[src/rtl/mtm_alu_pkg.sv]
// -----------------------------------------------------------------------------
// mtm_alu_pkg
// Shared types, frame constants and helper functions for the mtm_Alu serial
// front end (frame receiver and packet deserializer).
// -----------------------------------------------------------------------------
package mtm_alu_pkg;

  // ALU opcodes carried in the CMD frame.
  typedef enum logic [2:0] {
    AND = 3'b000,
    OR  = 3'b001,
    ADD = 3'b100,
    SUB = 3'b101
  } operation_t;

  // Frame type bit, the first bit after the start bit.
  typedef enum logic {
    DATA = 1'b0,
    CMD  = 1'b1
  } packet_t;

  // Error code presented with out_valid: {ERR_DATA, ERR_CRC, ERR_OP}.
  typedef enum logic [2:0] {
    ERR_NONE = 3'b000,
    ERR_DATA = 3'b100,
    ERR_CRC  = 3'b010,
    ERR_OP   = 3'b001
  } processing_error_t;

  // Bit-level receiver states.
  typedef enum logic [1:0] {
    S_IDLE = 2'd0,
    S_RX   = 2'd1,
    S_STOP = 2'd2
  } rx_state_t;

  localparam logic START_BIT = 1'b0;
  localparam logic STOP_BIT  = 1'b1;

  // Type bit plus 8 data bits are shifted between start and stop.
  localparam int unsigned FRAME_PAYLOAD_BITS = 9;

  // Number of DATA frames in a well-formed packet.
  localparam int unsigned PKT_DATA_BYTES = 8;

  // Serial CRC4, polynomial x^4 + x + 1, data bit 67 enters first.
  function automatic logic [3:0] crc4_d68(input logic [67:0] data,
                                          input logic [3:0]  crc_init);
    logic [3:0] c;
    logic       fb;
    c = crc_init;
    for (int i = 67; i >= 0; i--) begin
      fb = c[3] ^ data[i];
      c  = {c[2:0], 1'b0} ^ {2'b00, fb, fb};
    end
    return c;
  endfunction

  // Only four of the eight opcode encodings are implemented by the core.
  function automatic logic op_is_valid(input logic [2:0] op);
    logic ok;
    case (op)
      AND, OR, ADD, SUB: ok = 1'b1;
      default:           ok = 1'b0;
    endcase
    return ok;
  endfunction

endpackage

[src/rtl/mtm_alu_frame_rx.sv]
// -----------------------------------------------------------------------------
// mtm_alu_frame_rx
// Bit-level receiver for 11-bit sin frames: start(0), type, d[7:0], stop(1),
// MSB first, one bit per clock.
//
// Ports:
//   clk            system clock, sin sampled on posedge
//   rst_n          asynchronous active-low reset
//   i_sin          serial input, idles high
//   o_frame_valid  1-cycle pulse: frame with a good stop bit received
//   o_frame_type   type bit of the last frame (packet_t encoding)
//   o_frame_byte   data byte of the last frame
//   o_frame_err    1-cycle pulse: stop bit sampled low (frame dropped)
//   o_idle         receiver waiting for a start bit
//                  (present only with MTM_ALU_DESER_TIMEOUT_EN)
// -----------------------------------------------------------------------------
module mtm_alu_frame_rx
  import mtm_alu_pkg::*;
(
  input  logic       clk,
  input  logic       rst_n,
  input  logic       i_sin,
  output logic       o_frame_valid,
  output logic       o_frame_type,
  output logic [7:0] o_frame_byte,
`ifdef MTM_ALU_DESER_TIMEOUT_EN
  output logic       o_idle,
`endif
  output logic       o_frame_err
);

  rx_state_t  r_state;
  rx_state_t  w_state_nxt;
  logic [3:0] r_bit_cnt;
  logic [8:0] r_shift;
  logic       r_frame_valid;
  logic       r_frame_err;

  // NOTE: state registers use non-blocking assignment so every flop samples
  // the pre-edge values; blocking here would create order-dependent races.
  always_ff @(posedge clk or negedge rst_n) begin
    if (!rst_n) r_state <= S_IDLE;
    else        r_state <= w_state_nxt;
  end

  // NOTE: the next state gets a default before the case so no path leaves it
  // unassigned, which would otherwise infer a latch.
  always_comb begin
    w_state_nxt = r_state;
    unique case (r_state)
      S_IDLE:  if (i_sin == START_BIT) w_state_nxt = S_RX;
      S_RX:    if (r_bit_cnt == 4'(FRAME_PAYLOAD_BITS - 1)) w_state_nxt = S_STOP;
      S_STOP:  w_state_nxt = S_IDLE;
      default: w_state_nxt = S_IDLE;
    endcase
  end

  // Shift register and result pulses. The shift register only moves in RX,
  // so type/byte stay stable through the pulse cycle even when the next
  // start bit follows the stop bit directly.
  always_ff @(posedge clk or negedge rst_n) begin
    if (!rst_n) begin
      r_bit_cnt     <= 4'd0;
      r_shift       <= 9'd0;
      r_frame_valid <= 1'b0;
      r_frame_err   <= 1'b0;
    end else begin
      r_frame_valid <= 1'b0;
      r_frame_err   <= 1'b0;
      case (r_state)
        S_IDLE: r_bit_cnt <= 4'd0;
        S_RX: begin
          r_shift   <= {r_shift[7:0], i_sin};
          r_bit_cnt <= r_bit_cnt + 4'd1;
        end
        S_STOP: begin
          if (i_sin == STOP_BIT) r_frame_valid <= 1'b1;
          else                   r_frame_err   <= 1'b1;
        end
        default: r_bit_cnt <= 4'd0;
      endcase
    end
  end

  assign o_frame_valid = r_frame_valid;
  assign o_frame_err   = r_frame_err;
  assign o_frame_type  = r_shift[8];
  assign o_frame_byte  = r_shift[7:0];
`ifdef MTM_ALU_DESER_TIMEOUT_EN
  assign o_idle        = (r_state == S_IDLE);
`endif

endmodule

[src/rtl/mtm_alu_deserializer.sv]
// -----------------------------------------------------------------------------
// mtm_alu_deserializer
// Input front end of the mtm_Alu. Collects 8 DATA frames (B[31:24] first,
// A[7:0] last) and one CMD frame {0, op[2:0], crc[3:0]}, then presents one
// operation or one error code per command.
//
// Ports:
//   clk        system clock
//   rst_n      asynchronous active-low reset
//   sin        serial input, idles high
//   out_valid  1-cycle pulse, the cycle after the CMD stop bit
//   out_a      operand A (held until next out_valid)
//   out_b      operand B (held until next out_valid)
//   out_op     opcode from the CMD frame
//   out_err    {ERR_DATA, ERR_CRC, ERR_OP}, one-hot or 000
//
// Build option:
//   MTM_ALU_DESER_TIMEOUT_EN  when defined, a partial packet left idle for
//                             TIMEOUT_CYCLES cycles is reported as ERR_DATA.
// -----------------------------------------------------------------------------
module mtm_alu_deserializer
  import mtm_alu_pkg::*;
(
  input  logic        clk,
  input  logic        rst_n,
  input  logic        sin,
  output logic        out_valid,
  output logic [31:0] out_a,
  output logic [31:0] out_b,
  output logic [2:0]  out_op,
  output logic [2:0]  out_err
);

  logic              w_frame_valid;
  logic              w_frame_type;
  logic [7:0]        w_frame_byte;
  logic              w_frame_err;

  logic [31:0]       r_a;
  logic [31:0]       r_b;
  logic [3:0]        r_byte_cnt;
  logic              r_bad_pkt;

  logic              r_valid;
  logic [31:0]       r_out_a;
  logic [31:0]       r_out_b;
  logic [2:0]        r_out_op;
  logic [2:0]        r_out_err;

  logic              w_is_data;
  logic              w_is_cmd;
  logic [2:0]        w_cmd_op;
  logic [3:0]        w_cmd_crc;
  logic [1:0]        w_lane;
  processing_error_t w_cmd_err;
  logic              w_timeout;

`ifdef MTM_ALU_DESER_TIMEOUT_EN
  parameter int unsigned TIMEOUT_CYCLES = 256;
  localparam int unsigned TO_W = $clog2(TIMEOUT_CYCLES + 1);

  logic            w_rx_idle;
  logic            w_to_arm;
  logic [TO_W-1:0] r_to_cnt;
`endif

  mtm_alu_frame_rx u_frame_rx (
    .clk           (clk),
    .rst_n         (rst_n),
    .i_sin         (sin),
    .o_frame_valid (w_frame_valid),
    .o_frame_type  (w_frame_type),
    .o_frame_byte  (w_frame_byte),
`ifdef MTM_ALU_DESER_TIMEOUT_EN
    .o_idle        (w_rx_idle),
`endif
    .o_frame_err   (w_frame_err)
  );

  assign w_is_data = w_frame_valid && (w_frame_type == DATA);
  assign w_is_cmd  = w_frame_valid && (w_frame_type == CMD);
  assign w_cmd_op  = w_frame_byte[6:4];
  assign w_cmd_crc = w_frame_byte[3:0];

  // Byte 0 of each operand is its most significant byte.
  assign w_lane    = 2'd3 - r_byte_cnt[1:0];

  // Fixed error priority: framing/count, then CRC, then opcode.
  always_comb begin
    w_cmd_err = ERR_NONE;
    if ((r_byte_cnt != 4'(PKT_DATA_BYTES)) || r_bad_pkt)
      w_cmd_err = ERR_DATA;
    else if (w_cmd_crc != crc4_d68({r_b, r_a, 1'b1, w_cmd_op}, 4'h0))
      w_cmd_err = ERR_CRC;
    else if (!op_is_valid(w_cmd_op))
      w_cmd_err = ERR_OP;
  end

`ifdef MTM_ALU_DESER_TIMEOUT_EN
  // Counts consecutive idle cycles while a packet is partially received;
  // any frame activity restarts the count.
  assign w_to_arm  = w_rx_idle && (r_byte_cnt != 4'd0) &&
                     !w_frame_valid && !w_frame_err;
  assign w_timeout = w_to_arm && (r_to_cnt == TO_W'(TIMEOUT_CYCLES - 1));

  always_ff @(posedge clk or negedge rst_n) begin
    if (!rst_n)                     r_to_cnt <= '0;
    else if (w_to_arm && !w_timeout) r_to_cnt <= r_to_cnt + 1'b1;
    else                            r_to_cnt <= '0;
  end
`else
  assign w_timeout = 1'b0;
`endif

  // NOTE: operand storage is reset like every other register because the
  // block must come out of reset with all outputs and packet state at zero.
  always_ff @(posedge clk or negedge rst_n) begin
    if (!rst_n) begin
      r_a        <= 32'd0;
      r_b        <= 32'd0;
      r_byte_cnt <= 4'd0;
      r_bad_pkt  <= 1'b0;
      r_valid    <= 1'b0;
      r_out_a    <= 32'd0;
      r_out_b    <= 32'd0;
      r_out_op   <= 3'd0;
      r_out_err  <= 3'd0;
    end else begin
      r_valid <= 1'b0;

      if (w_frame_err) r_bad_pkt <= 1'b1;

      if (w_is_data) begin
        if (r_byte_cnt < 4'(PKT_DATA_BYTES)) begin
          if (r_byte_cnt[2]) r_a[{w_lane, 3'b000} +: 8] <= w_frame_byte;
          else               r_b[{w_lane, 3'b000} +: 8] <= w_frame_byte;
        end
        // Saturating at 9 still distinguishes "too many" from "exactly 8".
        if (r_byte_cnt != 4'(PKT_DATA_BYTES + 1)) r_byte_cnt <= r_byte_cnt + 4'd1;
      end

      if (w_is_cmd) begin
        r_valid    <= 1'b1;
        r_out_a    <= r_a;
        r_out_b    <= r_b;
        r_out_op   <= w_cmd_op;
        r_out_err  <= w_cmd_err;
        r_byte_cnt <= 4'd0;
        r_bad_pkt  <= 1'b0;
      end else if (w_timeout) begin
        r_valid    <= 1'b1;
        r_out_a    <= r_a;
        r_out_b    <= r_b;
        r_out_err  <= ERR_DATA;
        r_byte_cnt <= 4'd0;
        r_bad_pkt  <= 1'b0;
      end
    end
  end

  assign out_valid = r_valid;
  assign out_a     = r_out_a;
  assign out_b     = r_out_b;
  assign out_op    = r_out_op;
  assign out_err   = r_out_err;

endmodule

[config.mk]
export PLATFORM = sky130hd
export DESIGN_NAME = mtm_alu_deserializer
export DESIGN_NICKNAME = d
export VERILOG_FILES = /design/src/rtl/mtm_alu_pkg.sv /design/src/rtl/mtm_alu_frame_rx.sv /design/src/rtl/mtm_alu_deserializer.sv
export SDC_FILE = /design/constraint.sdc
export NUM_CORES = 1
export LEC_CHECK = 0
export CORE_MARGIN = 8
export CORE_UTILIZATION = 57
export DETAILED_ROUTE_END_ITERATION = 8
export PLACE_DENSITY_LB_ADDON = 0.08
export SYNTH_ARGS = -nofsm -noshare
export SYNTH_HDL_FRONTEND = slang
export SYNTH_HIERARCHICAL = 1
export SYNTH_SLANG_ARGS = --single-unit
[constraint.sdc]
create_clock -name clk -period 3.9 [get_ports clk]
set_clock_uncertainty 0.2 [all_clocks]
set_input_delay 0.39 -clock clk [delete_from_list [all_inputs] [get_ports clk]]
set_output_delay 0.39 -clock clk [all_outputs]
set_load 0.02 [all_outputs]
==> impl_metrics.toml <==
[run_status]
status = "complete, no violations"

[setup_path]
cp_data_arrival_time_ps = 3600
crit_fanout = 4
startpoint_type = "flop"
path_class = "reg -> reg"
cp.required_ps = 4060
cp-end-kind = "flop"

[cells_and_area]
syn_to_final_growth_pct = 21.1
final_cell_area_um2 = 8710
drive_gt1_share_pct = 15.7
diodes = 0
nNetsFinal = 671

[die]
fp.dieArea_um2 = 16500
fp.coreArea_um2 = 12500
row_count = 41
fp.dieH_um = 128
initial_core_util_pct = 57.7
pin_count = 74
fp.dieW_um = 128

[synthesis]
ys.flop_type = "dfrtp_1"
synth_most_common_cell = "dfrtp_1"
synth_area_leaders = "dfrtp_1 (55%), mux2_2 (10%), xnor2_1 (7.2%)"
synth_async_sr_flop_share_pct = 100
synth_top_area_share_pct = 54.6
synthCells = 587
synth_nets = 596
ys_types = 37
yosysWarnings = 6
syn_avg_cell_area_um2 = 12.2
synth_area_um2 = 7190
synth_top_area_cell = "dfrtp_1"
ys_seq_area_share_pct = 54.6
synth_common_cells = "dfrtp_1 (157), nand2_1 (116), mux2_2 (67)"
synth-seq-cells = 157
synth-edff-count = 0

[min_path]
hp-class = "reg -> reg"

[global_routing]
grt_max_degree = 96
grt_overflow = 0
antenna_found_initial = 0
grt_pass1_wl_mm = 27.7
grt_pass1_vias = 4958
grt_util_all_layers_pct = 22.4

[clock_tree]
insertion_delay_ps = 430
clockBufferDepth = 2
cts_buffers = 17
root_buffer = "clkbuf_16"
cts.htree.levels = 4
path_clk_slew_ps = 60
cts_resized = 0
cts_num_sinks = 157
cts_tree = "yes"

[power]
combPwrFrac_pct = 30.1
ir_worst_vdd_mv = 0.422
pwr-share-seq_pct = 37.1
p_sw_uw = 1530
power_density_nw_per_um2 = 587
internal_power_uw = 3580
leakagePower_uw = 0.00418
clkPwrFrac_pct = 32.8
switching_share_pct = 29.8

[drt]
wl_met1_mm = 7.08
vias = 4644
wl_met3_mm = 1.18
wl_per_cell_um = 20.0
first_iter_violations = 300
dr.pass1.iters = 6
antenna_left = 0
drt_wl_total_mm = 16.9
post-route-drc-count = 0
wl_met2_mm = 8.15
highest_layer = "met4"
vias_per_cell = 5.48

[timing]
slew_headroom_pct = 34.1
final_hold_viol_count = 0
drv_slew = 0
tns_ps = 0
period_share_pct = 88.0
rsz0062_at_grt = "no"
min_period_ps = 3430
setup_viol = 0
fmax_mhz = 291
worst_pin_slew_ps = 986

[job]
drv_cap = 0

[placed_design]
hpwl_mm = 12.1
placed_cell_area_um2 = 8100
port_buffers = 73
place_congestion = 0.888
[cells in the final DEF (no fill, tap or decap), drive strengths merged, types with 2 or more instances in the layout]
cell,synthesis,final
xnor3,20,20
ha,6,6
xor3,2,2
dfrtp,157,157
clkdlybuf4s50,0,72
nor2,7,7
o21a,2,2
and2,3,3
bufinv,0,3
inv,7,7
o21ai,53,53
and3,2,2
a22o,19,19
a21oi,2,2
nor2b,4,4
nand3,2,2
and4b,2,2
xor2,15,15
mux2,67,67
nor3b,2,2
clkbuf,11,25
clkinv,0,4
buf,12,6
o22ai,3,3
xnor2,61,61
mux2i,2,2
nand2,116,116
[stage by stage]
| stage | worst slack [ps] | hold WS, ps | instances | total power (uW) | util [%] |
|---|---|---|---|---|---|
| floorplan | 814 | -106 | 587 | 3080 | - |
| global placement | 621 | 234 | 814 | 3380 | 65.0 |
| detailed placement | 517 | 248 | 814 | 3440 | 65.0 |
| CTS | 489 | 257 | 847 | 5130 | 69.8 |
| global route | 317 | 265 | 847 | 5360 | 69.8 |
| finish | 468 | 251 | 847 | 5110 | 69.8 |
[power by group through the flow]
stage / sequential (uW) / combinational, uW / clock [uW]
detailed placement: 1920 / 1520 / 0
floorplan: 1850 / 1230 / 0
CTS: 1890 / 1540 / 1700
global route: 1910 / 1690 / 1760
global placement: 1920 / 1460 / 0
finish: 1900 / 1540 / 1670
[repair_timing]
action | 4_1_cts | 5_1_grt
setup endpoints to repair | 0 | 0
hold endpoints to repair | 94 | 0
hold buffers | 1 | 0
setup buffers | 0 | 0
[worst paths after layout]
check                                       from                    end  slack [ps]  depth (start not counted)
max in group asynchronous                  rst_n              out_op[1]        2240                          3
min                        u_frame_rx/r_state[1]  u_frame_rx/r_state[0]         250                          1
max reg2reg                              r_b[19]             out_err[0]         470                          8
min reg2reg                u_frame_rx/r_state[1]  u_frame_rx/r_state[0]         250                          1
min in group asynchronous                  rst_n                r_b[18]         430                          2
max                                      r_b[19]             out_err[0]         470                          8
[cells by family after synthesis]
| logic type | synth area share (%) |
|---|---|
| and+or+nand+nor | 8.54 |
| muxes | 10.8 |
| adders and majority gates | 1.04 |
| xor gates and xnor gates | 16.4 |
| DFF | 54.6 |
| buffers and inverters | 1.60 |
| AOI/OAI and AO/OA | 6.98 |
[worst max-delay path, stage by stage, from the launching register on]
cell     delay [ps]
dfrtp_1         420
xor2_1          310
xnor3_2         530
xnor2_1         360
xnor3_1         430
xnor3_1         390
or3_1           350
o32ai_1         170
a32o_2          220
[layout make-up]
cell class	count	area (um2)
clock inverters	7	110
flip-flops and latches	157	3930
inverters	7	26.3
multi-input cells	400	3150
well taps	172	215
clock buffers	25	485
fillers	922	3760
repair buffers	79	792
[state kept, by name, indices dropped and copies added (netlist names)]
signal,flops
r_a,32
out_op,3
u_frame_rx/r_shift,9
r_byte_cnt,4
u_frame_rx/o_frame_valid,1
out_a,32
u_frame_rx/r_state,2
r_bad_pkt,1
r_b,32
out_valid,1
u_frame_rx/r_bit_cnt,4
u_frame_rx/o_frame_err,1
out_b,32
out_err,3
[per-layer routing]
layer | global-route usage [%] | vias up
li1 | - | 2143
met1 | 28.0 | 2329
met2 | 35.7 | 139
met3 | 5.78 | 33
met4 | 10.4 | 0
met5 | 0 | -
Note: power is estimated with default switching activity, not from simulation.
